==> src/rtl/rle.sv <==
// Byte run-length encoder: reads a message from a shared single-port word RAM
// and writes (symbol, count) byte pairs back into the same RAM, packed LSB first.
module rle (
    input  logic        clk,
    input  logic        nreset,
    input  logic        start,
    input  logic [31:0] message_addr,
    input  logic [31:0] message_size,
    input  logic [31:0] rle_addr,
    output logic [31:0] rle_size,
    output logic        done,
    output logic        port_A_clk,
    output logic [31:0] port_A_data_in,
    input  logic [31:0] port_A_data_out,
    output logic [15:0] port_A_addr,
    output logic        port_A_we
);

    typedef enum logic [2:0] {
        S_IDLE,
        S_READ,
        S_WAIT,
        S_SCAN,
        S_WRITE,
        S_FLUSH,
        S_DONE
    } state_t;

    state_t      state, state_d;
    state_t      ret_state, ret_d;
    state_t      after_scan;

    logic [15:0] rd_addr;
    logic [15:0] wr_addr;
    logic [31:0] left;
    logic [31:0] word_q;
    logic [31:0] acc;
    logic [1:0]  idx;
    logic [7:0]  sym;
    logic [7:0]  cnt;
    logic [7:0]  cur_byte;
    logic        have_run;
    logic        acc_half;
    logic        extend;
    logic        emit;
    logic        unused_addr_bits;

    function automatic logic [7:0] byte_sel(input logic [31:0] w, input logic [1:0] i);
        case (i)
            2'd0:    byte_sel = w[7:0];
            2'd1:    byte_sel = w[15:8];
            2'd2:    byte_sel = w[23:16];
            default: byte_sel = w[31:24];
        endcase
    endfunction

    // A run stops growing once its count byte would overflow.
    function automatic logic run_saturated(input logic [7:0] c);
        run_saturated = (c == 8'hFF);
    endfunction

    assign unused_addr_bits = ^{message_addr[31:16], message_addr[1:0],
                                rle_addr[31:16], rle_addr[1:0]};

    assign port_A_clk     = clk;
    assign port_A_we      = (state == S_WRITE);
    assign port_A_addr    = port_A_we ? wr_addr : rd_addr;
    assign port_A_data_in = acc;
    assign done           = (state == S_DONE);

    always_comb begin
        cur_byte   = byte_sel(word_q, idx);
        extend     = have_run && (cur_byte == sym) && !run_saturated(cnt);
        emit       = 1'b0;
        state_d    = state;
        ret_d      = S_IDLE;

        // Where scanning continues once the current byte is consumed.
        if (left == 32'd1)
            after_scan = S_FLUSH;
        else if (idx == 2'd3)
            after_scan = S_READ;
        else
            after_scan = S_SCAN;

        case (state)
            S_IDLE: begin
                if (start)
                    state_d = (message_size == 32'd0) ? S_FLUSH : S_READ;
            end
            S_READ:  state_d = S_WAIT;
            S_WAIT:  state_d = S_SCAN;
            S_SCAN: begin
                emit    = have_run && !extend;
                ret_d   = after_scan;
                state_d = (emit && acc_half) ? S_WRITE : after_scan;
            end
            S_WRITE: state_d = ret_state;
            S_FLUSH: begin
                ret_d = S_FLUSH;
                if (have_run) begin
                    emit    = 1'b1;
                    state_d = acc_half ? S_WRITE : S_FLUSH;
                end else if (acc_half) begin
                    state_d = S_WRITE;
                end else begin
                    state_d = S_DONE;
                end
            end
            S_DONE:  state_d = S_IDLE;
            default: state_d = S_IDLE;
        endcase
    end

    always_ff @(posedge clk or negedge nreset) begin
        if (!nreset) begin
            state     <= S_IDLE;
            ret_state <= S_IDLE;
        end else begin
            state <= state_d;
            if (state_d == S_WRITE)
                ret_state <= ret_d;
        end
    end

    always_ff @(posedge clk or negedge nreset) begin
        if (!nreset) begin
            rd_addr  <= 16'd0;
            wr_addr  <= 16'd0;
            left     <= 32'd0;
            word_q   <= 32'd0;
            acc      <= 32'd0;
            idx      <= 2'd0;
            sym      <= 8'd0;
            cnt      <= 8'd0;
            have_run <= 1'b0;
            acc_half <= 1'b0;
            rle_size <= 32'd0;
        end else begin
            case (state)
                S_IDLE: begin
                    if (start) begin
                        rd_addr  <= {message_addr[15:2], 2'b00};
                        wr_addr  <= {rle_addr[15:2], 2'b00};
                        left     <= message_size;
                        rle_size <= 32'd0;
                        have_run <= 1'b0;
                        acc_half <= 1'b0;
                        idx      <= 2'd0;
                    end
                end
                S_READ: rd_addr <= rd_addr + 16'd4;
                S_WAIT: begin
                    word_q <= port_A_data_out;
                    idx    <= 2'd0;
                end
                S_SCAN: begin
                    idx  <= idx + 2'd1;
                    left <= left - 32'd1;
                    if (extend) begin
                        cnt <= cnt + 8'd1;
                    end else begin
                        sym      <= cur_byte;
                        cnt      <= 8'd1;
                        have_run <= 1'b1;
                    end
                end
                S_WRITE: wr_addr <= wr_addr + 16'd4;
                S_FLUSH: begin
                    have_run <= 1'b0;
                    // A lone low half is written as-is; its upper half is already zero.
                    if (!have_run && acc_half)
                        acc_half <= 1'b0;
                end
                default: ;
            endcase

            if (emit) begin
                rle_size <= rle_size + 32'd2;
                if (acc_half) begin
                    acc[31:16] <= {cnt, sym};
                    acc_half   <= 1'b0;
                end else begin
                    acc      <= {16'h0000, cnt, sym};
                    acc_half <= 1'b1;
                end
            end
        end
    end

endmodule

==> config.mk <==
export PLATFORM = sky130hd
export DESIGN_NAME = rle
export DESIGN_NICKNAME = d
export VERILOG_FILES = /design/src/rtl/rle.sv
export SDC_FILE = /design/constraint.sdc
export NUM_CORES = 1
export LEC_CHECK = 0
export BUFFER_PORTS_ARGS = -buffer_cell sky130_fd_sc_hd__buf_2
export CAP_MARGIN = 20
export CORE_AREA = 2 2 133 135
export DETAILED_ROUTE_END_ITERATION = 6
export DIE_AREA = 0 0 135 137
export PLACE_DENSITY = 0.79
export SKIP_CTS_REPAIR_TIMING = 1
export SLEW_MARGIN = 20
export SYNTH_ARGS = -nofsm -noshare
export SYNTH_HDL_FRONTEND = slang
export SYNTH_SLANG_ARGS = --single-unit
export TNS_END_PERCENT = 10
==> constraint.sdc <==
create_clock -name clk -period 4.4 [get_ports clk]
set_clock_uncertainty 0.2 [all_clocks]
set_input_delay 0.88 -clock clk [delete_from_list [all_inputs] [get_ports clk]]
set_output_delay 0.88 -clock clk [all_outputs]
set_load 0.005 [all_outputs]
==> run summary <==
Overflow after GRT = 0
max-cap viol count = 0
CP Capture Type = output pin
WL final = 22500 um
Final Hold Vio Count = 0
Worst VDD drop = 368 uV
Gate power share = 37.8%
first-pass GRT wire length = 36500 um
Top FF cell, synth = dfrtp_1
DP Worst Slack = 983 ps
die area = 18500 sq um
relative slew slack = 31.6%
worst-case reg-to-reg path depth = 10
min-delay worst type = input port to async pin
crit path DAT = 2560 ps
Switching Share = 39.8%
WP data required = 3320 ps
Port Buffers = 174
pwr/cell area = 667 nW/um^2
DR vias = 7752
Finish-stage setup viols = 0
drt initial violations = 549
number of global-route vias before repair = 7424
Worst setup SP type = clock port
async set-reset flop share out of synthesis = 100%
Overall Global Routing Usage = 24.6%
Core Rows = 48
Pint = 4350 uW
Yosys warning total = 0
Final Max Slew Viols = 0
num ports = 214
setup_tns = 0 ps
mapped cell area = 9060 sq um
CTS tree = built
routability congestion estimate = 0.811
post-route ant nets = 0
core area = 17100 sq um
largest net degree at the start of global routing = 90
# diodes = 0
initial antenna violation count = 0
Synth Instances = 894
Synth-to-Final Area Change = 19.5%
Initial Util = 53.1%
EDFF count, synth = 0
setup slack, reg-to-reg = 990 ps
Sequential Power Share = 39.5%
R2R Path Start = idx[0]
vias per cell = 5.98
DRC = 0
Fillers = 1401
max layer used = met4
Switch Pwr = 2880 uW
Skew-Pair Late Insertion Delay = 550 ps
P_leak = 0.00488 uW
metal1 wirelength = 10200 um
sequential element share of the synthesized area = 50.0%
status = finished clean
DPL Wire Length = 15500 um
Syn Area/Cell = 10.1 sq um
Die Wd = 135 um
# nets final = 1200
DRT Pass-1 Iters = 6
CTS clk-pin slew, worst paths = 70 ps
worst slew pin tran = 1020 ps
layout cells sized above 1 = 27.5%
routed wl met2 = 10700 um
metal3 WL = 1340 um
Clock Power Share = 22.7%
worst-path fanout max = 2
Distinct cells, synth = 70
reg-to-reg endpoint = rle_size[29]
Synth Register Bits = 181
setup ws final = 758 ps
detail-routed net length per standard cell = 17.3 um
Setup CP Type = clock port to output pin
RSZ-0062 raised after global routing = false
die height = 137 um
-- per-stage QoR --
step	total power (uW)	cell area, sq um	utilization (%)	instances	hold slack, ps
finish	7220	10800	63.5	1297	205
global placement	5480	10200	59.7	1262	264
CTS	7260	10800	63.5	1297	256
floorplan	4720	9070	-	896	259
detailed placement	5600	10200	59.7	1262	269
global route	7740	10800	63.5	1297	279
-- sequential cells by signal, indices dropped and copies added, names as in the netlist --
register and count:
sym 8, left 32, wr_addr 14, ret_state 3
idx 2, port_A_data_in 32, rd_addr 14, cnt 8
have_run 1, acc_half 1, word_q 32, rle_size 31
state 3
-- routing by layer --
| layer | up-vias | GRT usage, % |
|---|---|---|
| li1 | 3661 | - |
| met1 | 3815 | 34.6 |
| met2 | 255 | 38.9 |
| met3 | 21 | 5.56 |
| met4 | 0 | 6.25 |
| met5 | - | 0 |
-- cells in the final DEF (no fill, tap or decap), types with 4 or more instances in the layout --
cell type  netlist  routed
inv_8            0       5
xor2_1           4       4
nor3_1          10      10
o221a_2          4       4
buf_2            0     173
inv_1           20      20
mux2_1          16      16
a211oi_1        20      20
nand3_1         40      40
o31ai_1         10      10
nor2_1          72      71
a222oi_1         8       8
xnor2_1          9       9
a311oi_1        10      10
o311ai_0         4       4
inv_6            0       5
and3_1          12      12
nand4_1         34      34
buf_4            5      12
a21oi_1         34      34
mux2i_1         16      16
o21ai_0         48      48
clkbuf_16        0      20
nand2_1        107     107
a22o_1          18      18
nor4_1          16      16
o21ai_1         10      10
mux2_2          38      38
ha_1            10      10
o211ai_1        18      18
o22ai_1          6       6
dfrtp_1        181     181
or4_4            4       4
or3_1            6       6
-- power groups by stage --
stage	clock network, uW	registers (uW)	logic (uW)
after floorplan	14.7	2680	2020
after global placement	9.87	2830	2640
after detailed placement	9.87	2860	2730
after CTS	1670	2840	2750
after global routing	1750	2940	3050
final	1640	2850	2730
-- cell usage after synthesis (16+ instances only) --
| cell | number | share of area [%] |
|---|---|---|
| a211oi_1 | 20 | 1.7 |
| a21oi_1 | 34 | 1.9 |
| a22o_1 | 18 | 1.7 |
| clkbuf_1 | 36 | 1.5 |
| dfrtp_1 | 181 | 50 |
| inv_1 | 20 | 0.83 |
| mux2_1 | 16 | 2.0 |
| mux2_2 | 38 | 4.7 |
| mux2i_1 | 16 | 1.8 |
| nand2_1 | 107 | 4.4 |
| nand3_1 | 40 | 2.2 |
| nand4_1 | 34 | 2.3 |
| nor2_1 | 72 | 3.0 |
| nor4_1 | 16 | 1.1 |
| o211ai_1 | 18 | 1.5 |
| o21ai_0 | 48 | 2.7 |
-- worst max-delay path: stages --
cell and delay, ps:
clkbuf_16 120, clkbuf_16 130, buf_2 110
-- area by class of cell --
cell class                 instances  area [sq um]  area share (%)
multi-input combinational        649          4300            39.7
sequential                       181          4530            41.8
clock inverter                    15           151            1.40
tap                              225           282            2.60
clock buffer                      21           505            4.67
inverter                          20          75.1           0.693
timing repair buffer             186           982            9.07
-- kinds of logic (layout without fill, tap and decap cells) --
| group | after synthesis | count (layout) | synth area share (%) |
|---|---|---|---|
| other | 1 | 3 | 0.0414 |
| adders and majority gates | 10 | 10 | 1.38 |
| DFF | 181 | 181 | 50.0 |
| xor gates and xnor gates | 13 | 13 | 1.26 |
| AOI/OAI and AO/OA | 211 | 211 | 16.3 |
| and+or+nand+nor | 339 | 339 | 19.1 |
| buffers and inverters | 66 | 242 | 2.94 |
| muxes | 73 | 73 | 8.98 |
-- how the worst max path moves through the flow --
stage                         endpoint    from  slack [ps]
final                       port_A_clk     clk         760
after global routing      rle_size[31]  idx[0]         620
after CTS                   port_A_clk     clk         750
after detailed placement  rle_size[29]  idx[0]         980
after global placement      port_A_clk     clk        1020
after floorplan             port_A_clk     clk        1010
Note: power is estimated with default switching activity, not from simulation.
